[src/rtl/alu_ctrl_pkg.sv]
// Shared definitions for the ALU sequencer: opcodes, ALU operation encodings,
// branch condition codes and the controller state enum.
package alu_ctrl_pkg;

    typedef enum logic [1:0] {
        IDLE = 2'd0,
        EXEC = 2'd1,
        DONE = 2'd2
    } state_e;

    localparam logic [3:0] OPC_ADD = 4'h0;
    localparam logic [3:0] OPC_ADC = 4'h1;
    localparam logic [3:0] OPC_SUB = 4'h2;
    localparam logic [3:0] OPC_SBC = 4'h3;
    localparam logic [3:0] OPC_AND = 4'h4;
    localparam logic [3:0] OPC_OR  = 4'h5;
    localparam logic [3:0] OPC_XOR = 4'h6;
    localparam logic [3:0] OPC_NOT = 4'h7;
    localparam logic [3:0] OPC_INC = 4'h8;
    localparam logic [3:0] OPC_DEC = 4'h9;
    localparam logic [3:0] OPC_SHR = 4'hA;
    localparam logic [3:0] OPC_RCR = 4'hB;
    localparam logic [3:0] OPC_SHL = 4'hC;
    localparam logic [3:0] OPC_RCL = 4'hD;
    localparam logic [3:0] OPC_CMP = 4'hE;
    localparam logic [3:0] OPC_JCC = 4'hF;

    localparam logic [4:0] AOP_NOP = 5'b00000;
    localparam logic [4:0] AOP_ADD = 5'b01000;
    localparam logic [4:0] AOP_ADC = 5'b01010;
    localparam logic [4:0] AOP_SUB = 5'b01011;
    localparam logic [4:0] AOP_SBC = 5'b01101;
    localparam logic [4:0] AOP_INC = 5'b01110;
    localparam logic [4:0] AOP_DEC = 5'b01111;
    localparam logic [4:0] AOP_AND = 5'b10000;
    localparam logic [4:0] AOP_OR  = 5'b10001;
    localparam logic [4:0] AOP_XOR = 5'b10010;
    localparam logic [4:0] AOP_NOT = 5'b10011;
    localparam logic [4:0] AOP_SHR = 5'b11000;
    localparam logic [4:0] AOP_RCR = 5'b11001;
    localparam logic [4:0] AOP_RCL = 5'b11010;
    localparam logic [4:0] AOP_SHL = 5'b11011;

    localparam logic [2:0] CC_ALWAYS = 3'd0;
    localparam logic [2:0] CC_Z      = 3'd1;
    localparam logic [2:0] CC_NZ     = 3'd2;
    localparam logic [2:0] CC_C      = 3'd3;
    localparam logic [2:0] CC_NC     = 3'd4;
    localparam logic [2:0] CC_S      = 3'd5;
    localparam logic [2:0] CC_NS     = 3'd6;
    localparam logic [2:0] CC_NEVER  = 3'd7;

    // Bit positions inside the {S,Z,Cy} flag vector
    localparam int FLG_CY = 0;
    localparam int FLG_Z  = 1;
    localparam int FLG_S  = 2;

    function automatic logic [4:0] opc_to_aluop(input logic [3:0] opc);
        logic [4:0] aop;
        case (opc)
            OPC_ADD: aop = AOP_ADD;
            OPC_ADC: aop = AOP_ADC;
            OPC_SUB: aop = AOP_SUB;
            OPC_SBC: aop = AOP_SBC;
            OPC_AND: aop = AOP_AND;
            OPC_OR:  aop = AOP_OR;
            OPC_XOR: aop = AOP_XOR;
            OPC_NOT: aop = AOP_NOT;
            OPC_INC: aop = AOP_INC;
            OPC_DEC: aop = AOP_DEC;
            OPC_SHR: aop = AOP_SHR;
            OPC_RCR: aop = AOP_RCR;
            OPC_SHL: aop = AOP_SHL;
            OPC_RCL: aop = AOP_RCL;
            OPC_CMP: aop = AOP_SUB;
            default: aop = AOP_NOP;
        endcase
        return aop;
    endfunction

endpackage

[src/rtl/alu_cond.sv]
// Branch condition evaluator: decides whether a JCC is taken from the
// current {S,Z,Cy} flags.
module alu_cond
    import alu_ctrl_pkg::*;
(
    input  logic [2:0] i_flags,
    input  logic [2:0] i_cond,
    output logic       o_taken
);

    always_comb begin
        o_taken = 1'b0;
        case (i_cond)
            CC_ALWAYS: o_taken = 1'b1;
            CC_Z:      o_taken = i_flags[FLG_Z];
            CC_NZ:     o_taken = ~i_flags[FLG_Z];
            CC_C:      o_taken = i_flags[FLG_CY];
            CC_NC:     o_taken = ~i_flags[FLG_CY];
            CC_S:      o_taken = i_flags[FLG_S];
            CC_NS:     o_taken = ~i_flags[FLG_S];
            CC_NEVER:  o_taken = 1'b0;
            default:   o_taken = 1'b0;
        endcase
    end

endmodule

[src/rtl/alu_ctrl.sv]
// Request/response sequencer that drives an external combinational ALU for one
// cycle per instruction and keeps the architectural {S,Z,Cy} flag register.
module alu_ctrl
    import alu_ctrl_pkg::*;
(
    input  logic       clk,
    input  logic       rst_n,
    input  logic       req_valid,
    output logic       req_ready,
    input  logic [3:0] req_opc,
    input  logic [2:0] req_cond,
    input  logic [7:0] req_x,
    input  logic [7:0] req_t,
    output logic [7:0] alu_x,
    output logic [7:0] alu_t,
    output logic       alu_cy,
    output logic [4:0] alu_op,
    input  logic [2:0] alu_flag,
    input  logic [7:0] alu_result,
    output logic       rsp_valid,
    input  logic       rsp_ready,
    output logic [7:0] rsp_result,
    output logic       rsp_taken,
    output logic [2:0] flags,
    input  logic       flag_clr
);

    state_e     r_state;
    state_e     w_state_next;
    logic [3:0] r_opc;
    logic [2:0] r_cond;
    logic [7:0] r_x;
    logic [7:0] r_t;
    logic [7:0] r_result;
    logic       r_taken;
    logic [2:0] r_flags;
    logic       w_accept;
    logic       w_exec_end;
    logic       w_taken;

    assign w_accept   = req_valid && req_ready;
    assign w_exec_end = (r_state == EXEC);

    always_ff @(posedge clk or negedge rst_n) begin
        if (!rst_n) begin
            r_state <= IDLE;
        end else begin
            r_state <= w_state_next;
        end
    end

    // ALU drive is decoded from state so reset zeroes it without waiting for a clock
    always_comb begin
        w_state_next = r_state;
        req_ready    = 1'b0;
        rsp_valid    = 1'b0;
        alu_op       = AOP_NOP;
        alu_x        = 8'h00;
        alu_t        = 8'h00;
        alu_cy       = 1'b0;
        case (r_state)
            IDLE: begin
                req_ready = 1'b1;
                if (req_valid) begin
                    w_state_next = EXEC;
                end
            end
            EXEC: begin
                alu_op       = opc_to_aluop(r_opc);
                alu_x        = r_x;
                alu_t        = r_t;
                alu_cy       = r_flags[FLG_CY];
                w_state_next = DONE;
            end
            DONE: begin
                rsp_valid = 1'b1;
                if (rsp_ready) begin
                    w_state_next = IDLE;
                end
            end
            default: begin
                w_state_next = IDLE;
            end
        endcase
    end

    always_ff @(posedge clk or negedge rst_n) begin
        if (!rst_n) begin
            r_opc  <= 4'h0;
            r_cond <= 3'd0;
            r_x    <= 8'h00;
            r_t    <= 8'h00;
        end else if (w_accept) begin
            r_opc  <= req_opc;
            r_cond <= req_cond;
            r_x    <= req_x;
            r_t    <= req_t;
        end
    end

    // Condition is judged on the flags as they stood before this instruction
    alu_cond u_alu_cond (
        .i_flags (r_flags),
        .i_cond  (r_cond),
        .o_taken (w_taken)
    );

    always_ff @(posedge clk or negedge rst_n) begin
        if (!rst_n) begin
            r_result <= 8'h00;
            r_taken  <= 1'b0;
            r_flags  <= 3'b000;
        end else begin
            if (w_exec_end) begin
                if ((r_opc != OPC_CMP) && (r_opc != OPC_JCC)) begin
                    r_result <= alu_result;
                end
                r_taken <= (r_opc == OPC_JCC) ? w_taken : 1'b0;
            end
            if (flag_clr) begin
                r_flags <= 3'b000;
            end else if (w_exec_end && (r_opc != OPC_JCC)) begin
                r_flags <= alu_flag;
            end
        end
    end

    assign rsp_result = r_result;
    assign rsp_taken  = r_taken;
    assign flags      = r_flags;

endmodule

[config.mk]
export PLATFORM = sky130hd
export DESIGN_NAME = alu_ctrl
export DESIGN_NICKNAME = d
export VERILOG_FILES = /design/src/rtl/alu_ctrl_pkg.sv /design/src/rtl/alu_cond.sv /design/src/rtl/alu_ctrl.sv
export SDC_FILE = /design/constraint.sdc
export NUM_CORES = 1
export LEC_CHECK = 0
export CORE_MARGIN = 10
export CORE_UTILIZATION = 25
export DETAILED_ROUTE_END_ITERATION = 8
export PLACE_DENSITY = 0.62
export SLEW_MARGIN = 20
export SYNTH_ARGS = -nofsm -noshare
export SYNTH_HDL_FRONTEND = slang
export SYNTH_SLANG_ARGS = --single-unit
[constraint.sdc]
create_clock -name clk -period 3.05 [get_ports clk]
set_input_delay 0.7625 -clock clk [delete_from_list [all_inputs] [get_ports clk]]
set_output_delay 0.7625 -clock clk [all_outputs]
set_load 0.02 [all_outputs]
==> summary.txt, run 1 <==
Clock network
  • CTS hold repair buffers: 0
  • Clk buf depth: 2
  • H-tree Lvls: 2
  • CTS buffer count: 5
  • PostCTS Resize Cnt: 0
  • CTS clk-pin slew, worst paths: 0.07 ns
  • CTS tree: done
  • CTS Sinks: 37
  • Worst skew pair latency: 0.29 ns
  • Clock Tree Root: clkbuf_8
  • Post-CTS Setup Bufs: 0

Synth
  • Top cells by area, synth: dfrtp_1 51%, mux2_4 15%, and2_1 5.8%
  • #FFs+latches synth: 37
  • Post-Synthesis Cells: 150
  • Post-synth EDFFs: 0
  • Leading area contributor after synthesis: dfrtp_1
  • Top-area cell type share of the netlist area: 0.507
  • Mapped cell area: 1830 um2
  • Top_reg_cell synth: dfrtp_1
  • Top post-synthesis cells by count: 37 x dfrtp_1, 18 x mux2_4, 17 x and2_1
  • Mean Syn Cell Area: 12.2 um2
  • Synth Warn #: 0
  • Post-synth cell types: 34
  • Async set-reset flop share out of synthesis: 1.00
  • Post-synthesis sequential area ratio: 0.507
  • Syn Nets: 192
  • Most common cell in the netlist: dfrtp_1

Route
  • DRC viols: 0
  • Vias: 1383
  • Vias/cell: 4.24
  • Initial DRC Count: 56
  • Antenna violation net count after detailed routing: 0
  • Wire per inst: 14.9 um
  • Final wirelength: 4860 um
  • Detailed Routing Iterations Pass 1: 4

Final layout
  • Cell area after layout: 2770 um2
  • Antenna cells: 0
  • FILL cells: 724
  • Fin nets: 268
  • Fin util: 0.386
  • Share of cells above drive strength 1: 0.198
  • Layout Area Growth over Synthesis: 51.7%
  • Fin cells: 326

Setup path
  • Worst reg2reg startpoint: r_state[0]
  • Arr. time, crit path: 2.10 ns
  • CP Launch Point: r_opc[0]
  • CP most frequent cell: nor2_1
  • Critical Path End: alu_op[1]
  • Length in cells of the worst reg-to-reg path: 3
  • CP peak stage delay: 0.64 ns
  • CP Data Required Time: 2.29 ns
  • Element type at the critical path end: primary output
  • Worst reg2reg setup slack: 1.51 ns
  • Crit-path max FO: 4
  • R2R Path End: r_t[6]
  • CP max stage cell: clkdlybuf4s50_1
  • Critical Path, Cell by Cell: inv_1 > ha_1 > nor2_1 > nor2_1 > a211oi_1 > clkdlybuf4s50_1
  • CP Launch Type: flop
  • WS Path Type: reg2out

Timing
  • F_max: 350 MHz
  • Final min period: 2.86 ns
  • Worst-margin pin slew: 0.830 ns
  • Clock skew: 0.00539 ns
  • Hold Slack: 0.501 ns
  • Final setup viols: 0
  • Slew HR: 0.447
  • Setup TNS: 0 ns
  • Final Hold Viols: 0
  • Setup WS post-layout: 0.191 ns
  • Pins over their slew limit: 0
  • Tcrit/Tclk final: 0.937
  • RSZ-0062 raised after global routing: no

Outcome
  • Status: complete, no violations

Worst hold path
  • Hold Path Class: reg2reg

Placed design
  • GPL Wtd Cong: 0.773
  • Dpl ws: 0.483 ns
  • Dpl cells: 318
  • Port bufs: 74
  • DP Area: 2640 um2
  • Post-DP HPWL: 3680 um

Global route
  • Initial antenna violation count: 0
  • Total GRT Usage: 0.0862
  • Global-route wire length before repair: 7760 um
  • Number of global-route vias before repair: 1435
  • Largest net degree at the start of global routing: 38
  • GRT Residual Overflow: 0

Power
  • Leakage: 1.17 nW
  • P per Cell Area: 982 nW/um2
  • Power, Total: 2.72 mW
  • Peak supply drop: 0.419 mV

Die
  • Chip Width: 105 um
  • Die area: 11100 um2
  • Boundary Pins: 75
  • Die H: 105 um
  • Core Box Area: 7180 um2
  • Std cell rows: 31
  • Starting Density: 0.254

Run
  • Max Cap Viol: 0
## power by group
part	switching, mW	leakage, nW	internal (mW)
combinational	0.608	0.655	0.723
clock	0.174	0.0681	0.325
sequential	0.170	0.445	0.719
## layer usage
metal	global-route usage	routed length [um]	vias to the layer above
li1	-	-	657
met1	0.110	2200	670
met2	0.133	2280	50
met3	0.0341	349	6
met4	0.0206	34	0
met5	0	0	-
## worst min path at each step
stage              start         to  depth (start not counted)
4_1_cts           r_x[7]     r_x[7]                          1
6_report       rsp_taken  rsp_taken                          2
5_1_grt           r_x[2]     r_x[2]                          1
3_3_place_gp      r_x[1]     r_x[1]                          1
2_1_floorplan      rst_n   flags[0]                          0
3_5_place_dp      r_t[1]     r_t[1]                          1
## flip-flops by register name, summed over array words and instances, names as in the netlist
| name | count |
|---|---|
| r_t | 8 |
| rsp_taken | 1 |
| flags | 3 |
| r_cond | 3 |
| r_opc | 4 |
| r_x | 8 |
| rsp_result | 8 |
| r_state | 2 |
## worst max-delay path, delay by kind of cell (launching register included)
kind,cells,cell delay [ns]
adders and majority gates,1,0.31
buffers and inverters,2,0.74
AOI/OAI and AO/OA,1,0.22
and+or+nand+nor,2,0.14
DFF,1,0.41
## area by class of cell
cell class	count	area, um2	share of cell area
flip-flops and latches	37	926	0.334
well taps	99	124	0.0447
clock inverters	3	65.1	0.0235
clock buffers	5	68.8	0.0249
inverters	6	22.5	0.00813
multi-input cells	101	820	0.296
repair buffers	75	743	0.268
## placed cells by master, fill, tap and decap left out, types with 3 or more instances in the layout
| cell | synthesis | routed |
|---|---|---|
| a211oi_1 | 3 | 3 |
| a21oi_1 | 6 | 6 |
| and2_1 | 17 | 17 |
| clkbuf_8 | 0 | 5 |
| clkdlybuf4s50_1 | 0 | 73 |
| dfrtp_1 | 37 | 37 |
| ha_1 | 3 | 3 |
| inv_1 | 6 | 6 |
| mux2_2 | 8 | 8 |
| mux2_4 | 18 | 18 |
| nand2_1 | 10 | 10 |
| nand3_1 | 3 | 3 |
| nor2_1 | 10 | 10 |
| o21ai_2 | 4 | 4 |
## cell families after synthesis
| group | after synthesis | share of synthesized area |
|---|---|---|
| adders and majority gates | 3 | 0.0206 |
| buffers and inverters | 12 | 0.0439 |
| AOI/OAI and AO/OA | 20 | 0.0727 |
| xor gates and xnor gates | 1 | 0.00480 |
| muxes | 27 | 0.203 |
| and+or+nand+nor | 50 | 0.148 |
| DFF | 37 | 0.507 |
Note: power is estimated with default switching activity, not from simulation.
==> inputs of run 2 (changes only) <==
CORE_UTILIZATION = 46   (was 25)
PLACE_DENSITY = 0.95   (was 0.62)
==> summary.txt, run 2 (same netlist as run 1, synthesis figures left out) <==
Setup path
  • Critical Path, Cell by Cell: inv_1 > ha_1 > nor2_1 > nor2_1 > a211oi_1 > clkdlybuf4s50_1
  • Element type at the critical path end: primary output
  • CP Launch Type: flop
  • Length in cells of the worst reg-to-reg path: 4
  • Worst reg2reg setup slack: 1.52 ns
  • R2R Path End: rsp_result[2]
  • Worst reg2reg startpoint: r_state[1]
  • Arr. time, crit path: 2.08 ns
  • WS Path Type: reg2out
  • Family with the most delay on the worst path: buffers and inverters
  • CP Data Required Time: 2.29 ns
  • WP buf/inv: 2
  • CP most frequent cell: nor2_1
  • Crit-path max FO: 4
  • CP max stage cell: clkdlybuf4s50_1
  • CP peak stage delay: 0.63 ns

Power
  • Peak supply drop: 0.624 mV
  • Leakage: 1.14 nW
  • P per Cell Area: 960 nW/um2

Route
  • DRC viols: 0
  • Wire per inst: 16.7 um
  • Final wirelength: 4600 um
  • Detailed Routing Iterations Pass 1: 4
  • Vias: 1361
  • Initial DRC Count: 66
  • Antenna violation net count after detailed routing: 0
  • Vias/cell: 4.95

Clock network
  • CTS clk-pin slew, worst paths: 0.07 ns
  • Clk buf depth: 2
  • Clock Tree Root: clkbuf_8
  • CTS buffer count: 5
  • CTS tree: done
  • Post-CTS Setup Bufs: 0
  • CTS hold repair buffers: 0
  • Worst skew pair latency: 0.29 ns
  • H-tree Lvls: 2
  • PostCTS Resize Cnt: 0
  • CTS Sinks: 37

Timing
  • F_max: 352 MHz
  • Setup TNS: 0 ns
  • Worst-margin pin slew: 0.823 ns
  • Slew HR: 0.451
  • Final Hold Viols: 0
  • Final min period: 2.84 ns
  • Clock skew: 0.00775 ns
  • Tcrit/Tclk final: 0.932
  • Final setup viols: 0
  • Pins over their slew limit: 0
  • RSZ-0062 raised after global routing: no

Die
  • Die H: 83.0 um
  • Die area: 6890 um2
  • Boundary Pins: 75
  • Core Box Area: 3740 um2
  • Chip Width: 83.0 um
  • Starting Density: 0.488
  • Std cell rows: 22

Final layout
  • Antenna cells: 0
  • Fin nets: 268
  • Share of cells above drive strength 1: 0.198
  • FILL cells: 280
  • Fin util: 0.710
  • Commonest cells after routing, fill and taps aside: 73 x clkdlybuf4s50_1, 37 x dfrtp_1, 18 x mux2_4
  • Commonest non-fill, non-tap cell in the layout: clkdlybuf4s50_1
  • Layout Area Growth over Synthesis: 45.6%

Worst hold path
  • Worst hold endpoint: rsp_taken
  • Hold Path Class: reg2reg
  • Hold Crit Depth: 2
  • Hold path start: rsp_taken

Global route
  • Initial antenna violation count: 0
  • Largest net degree at the start of global routing: 38
  • GRT Residual Overflow: 0
  • Number of global-route vias before repair: 1480
  • Global-route wire length before repair: 7540 um
  • Total GRT Usage: 0.132

Run
  • Max Cap Viol: 0

Placed design
  • Port bufs: 74
  • GPL Wtd Cong: 0.791
  • Post-DP HPWL: 3560 um

Outcome
  • Status: complete, no violations
## run 2: changes by cell type in the layout (fill, tap and decap cells not counted), sizes merged
| cell | previous run | this run |
|---|---|---|
| clkinvlp | 0 | 1 |
| clkinv | 1 | 2 |
| bufinv | 2 | 0 |
## run 2: worst max path at each step
| stage | startpoint | end | slack, ns | cells past startpoint |
|---|---|---|---|---|
| 2_1_floorplan | r_opc[0] | alu_op[1] | 0.84 | 5 |
| 3_3_place_gp | r_opc[0] | alu_op[1] | 0.52 | 6 |
| 3_5_place_dp | r_opc[0] | alu_op[1] | 0.50 | 6 |
| 4_1_cts | r_opc[0] | alu_op[1] | 0.18 | 6 |
| 5_1_grt | r_opc[0] | alu_op[1] | 0.09 | 6 |
| 6_report | r_opc[0] | alu_op[1] | 0.21 | 6 |
## run 2: metal layers
layer / GRT usage / vias to the layer above / routed length, um
li1: - / 659 / -
met2: 0.214 / 52 / 2220
met3: 0.0557 / 5 / 307
met5: 0 / - / 0
met4: 0.0323 / 0 / 35
met1: 0.157 / 645 / 2040
## run 2: tightest hold or removal path, stage by stage, from the launching register on
cell and delay (ns):
dfrtp_1 0.35, nand2_1 0.05, o21ai_1 0.06
## run 2: report_power, final
part / internal [mW] / total (mW) / leakage [nW] / switching (mW)
registers: 0.720 / 0.894 / 0.445 / 0.174
logic: 0.724 / 1.33 / 0.655 / 0.607
clock network: 0.157 / 0.327 / 0.0439 / 0.170
total: 1.60 / 2.55 / 1.14 / 0.951
## run 2: final cells by class
| class | instances | area [um2] | share of cell area |
|---|---|---|---|
| Multi-Input combinational cell | 101 | 820 | 0.308 |
| Clock inverter | 3 | 17.5 | 0.00659 |
| Timing Repair Buffer | 75 | 743 | 0.280 |
| Inverter | 6 | 22.5 | 0.00847 |
| Tap cell | 48 | 60.1 | 0.0226 |
| Sequential cell | 37 | 926 | 0.348 |
| Clock buffer | 5 | 68.8 | 0.0259 |
## run 2: stage by stage
stage / std cells / hold WS [ns] / power (mW) / setup WS, ns / area (um2)
after detailed placement: 267 / 0.482 / 2.25 / 0.495 / 2570
after global placement: 267 / 0.469 / 2.19 / 0.522 / 2570
after global routing: 275 / 0.521 / 2.72 / 0.0876 / 2660
after CTS: 275 / 0.498 / 2.59 / 0.182 / 2660
final: 275 / 0.492 / 2.55 / 0.207 / 2660
after floorplan: 150 / 0.467 / 1.75 / 0.837 / 1830
==> inputs of run 3 (changes only) <==
CORE_UTILIZATION = 35   (was 46)
MAX_ROUTING_LAYER = met4   (was default)
PLACE_DENSITY = 0.78   (was 0.95)
==> summary.txt, run 3 (same netlist as run 1, synthesis figures left out) <==
Die
  • Die area: 8500 um2
  • Core Box Area: 5070 um2
  • Std cell rows: 26
  • Boundary Pins: 75
  • Starting Density: 0.360
  • Die H: 92.2 um
  • Chip Width: 92.2 um

Setup path
  • Worst reg2reg startpoint: r_opc[1]
  • WS Path Type: reg2out
  • Length in cells of the worst reg-to-reg path: 4
  • Worst reg2reg setup slack: 1.52 ns
  • R2R Path End: rsp_result[5]
  • Element type at the critical path end: primary output
  • Arr. time, crit path: 2.09 ns
  • CP Launch Type: flop
  • Crit-path max FO: 4
  • CP Data Required Time: 2.29 ns

Route
  • Antenna violation net count after detailed routing: 0
  • Final wirelength: 4560 um
  • Detailed Routing Iterations Pass 1: 4
  • Vias/cell: 4.50
  • DRC viols: 0
  • Vias: 1336
  • Wire per inst: 15.3 um
  • Initial DRC Count: 43

Final layout
  • Reg area: 926 um2
  • Antenna cells: 0
  • Share of cells above drive strength 1: 0.198
  • Fin nets: 268
  • Commonest non-fill, non-tap cell in the layout: clkdlybuf4s50_1
  • Area of the multi-input gates: 820 um2
  • Layout Area Growth over Synthesis: 49.7%
  • FILL cells: 468
  • Commonest cells after routing, fill and taps aside: 73 x clkdlybuf4s50_1, 37 x dfrtp_1, 18 x mux2_4

Worst hold path
  • Worst hold endpoint: r_t[6]
  • Hold Crit Depth: 1
  • Hold Path Class: reg2reg
  • Hold path start: r_t[6]

Timing
  • F_max: 350 MHz
  • Tcrit/Tclk final: 0.936
  • Hold Slack: 0.507 ns
  • Pins over their slew limit: 0
  • RSZ-0062 raised after global routing: no
  • Final setup viols: 0
  • Slew HR: 0.450
  • Setup TNS: 0 ns
  • Final Hold Viols: 0
  • Final min period: 2.85 ns
  • Worst-margin pin slew: 0.825 ns
  • Clock skew: 0.00526 ns
  • Setup WS post-layout: 0.196 ns

Clock network
  • CTS clk-pin slew, worst paths: 0.07 ns
  • H-tree Lvls: 2
  • CTS Sinks: 37
  • Worst skew pair latency: 0.28 ns
  • CTS tree: done
  • Clk buf depth: 2
  • Post-CTS Setup Bufs: 0
  • Clock Tree Root: clkbuf_8
  • CTS hold repair buffers: 0
  • PostCTS Resize Cnt: 0
  • CTS buffer count: 5

Power
  • P per Cell Area: 992 nW/um2
  • Peak supply drop: 0.523 mV
  • Leakage: 1.17 nW
  • Power, Total: 2.71 mW

Global route
  • Number of global-route vias before repair: 1460
  • Total GRT Usage: 0.109
  • Global-route wire length before repair: 7430 um
  • GRT Residual Overflow: 0
  • Largest net degree at the start of global routing: 38
  • Initial antenna violation count: 0

Placed design
  • Post-DP HPWL: 3520 um
  • Dpl ws: 0.492 ns
  • GPL Wtd Cong: 0.755
  • Port bufs: 74

Run
  • Max Cap Viol: 0

Outcome
  • Status: complete, no violations
## run 3: changes by cell type in the layout (fill, tap and decap cells not counted), sizes merged
cell,previous run,this run
clkinvlp,1,0
clkinv,2,1
bufinv,0,2
## run 3: final cells by class
class,instances,share of cell area
clock inverter,3,0.0238
tap,70,0.0321
inverter,6,0.00824
sequential,37,0.339
multi-input combinational,101,0.300
clock buffer,5,0.0252
timing repair buffer,75,0.272
## run 3: per-stage QoR
step	cells	utilization	area, um2
after floorplan	150	-	1830
after global placement	289	0.512	2600
after detailed placement	289	0.512	2600
after CTS	297	0.538	2730
after global routing	297	0.538	2730
final	297	0.538	2730
## run 3: layer usage
layer	track usage	part of all wire	wire length, um	up-vias
met5	-	0	0	-
met4	0.0154	0	0	0
met3	0.0375	0.047	216	0
met2	0.169	0.49	2240	45
met1	0.138	0.46	2100	635
li1	-	-	-	656
## run 3: worst max-delay path, cell delays in order, from the launching register on
cell and delay [ns]:
dfrtp_1 0.40, inv_1 0.10, ha_1 0.31, nor2_1 0.10, nor2_1 0.05, a211oi_1 0.22, clkdlybuf4s50_1 0.64
## run 3: worst max-delay path by stage
stage | end | from
2_1_floorplan | alu_op[1] | r_opc[0]
3_3_place_gp | alu_op[1] | r_opc[0]
3_5_place_dp | alu_op[1] | r_opc[0]
4_1_cts | alu_op[1] | r_opc[0]
5_1_grt | alu_op[1] | r_opc[0]
6_report | alu_op[1] | r_opc[0]
## run 3: power by group
| part | total, mW | internal, mW | switching, mW |
|---|---|---|---|
| clock network | 0.494 | 0.325 | 0.169 |
| registers | 0.892 | 0.720 | 0.172 |
| logic | 1.33 | 0.724 | 0.602 |
| total | 2.71 | 1.77 | 0.943 |
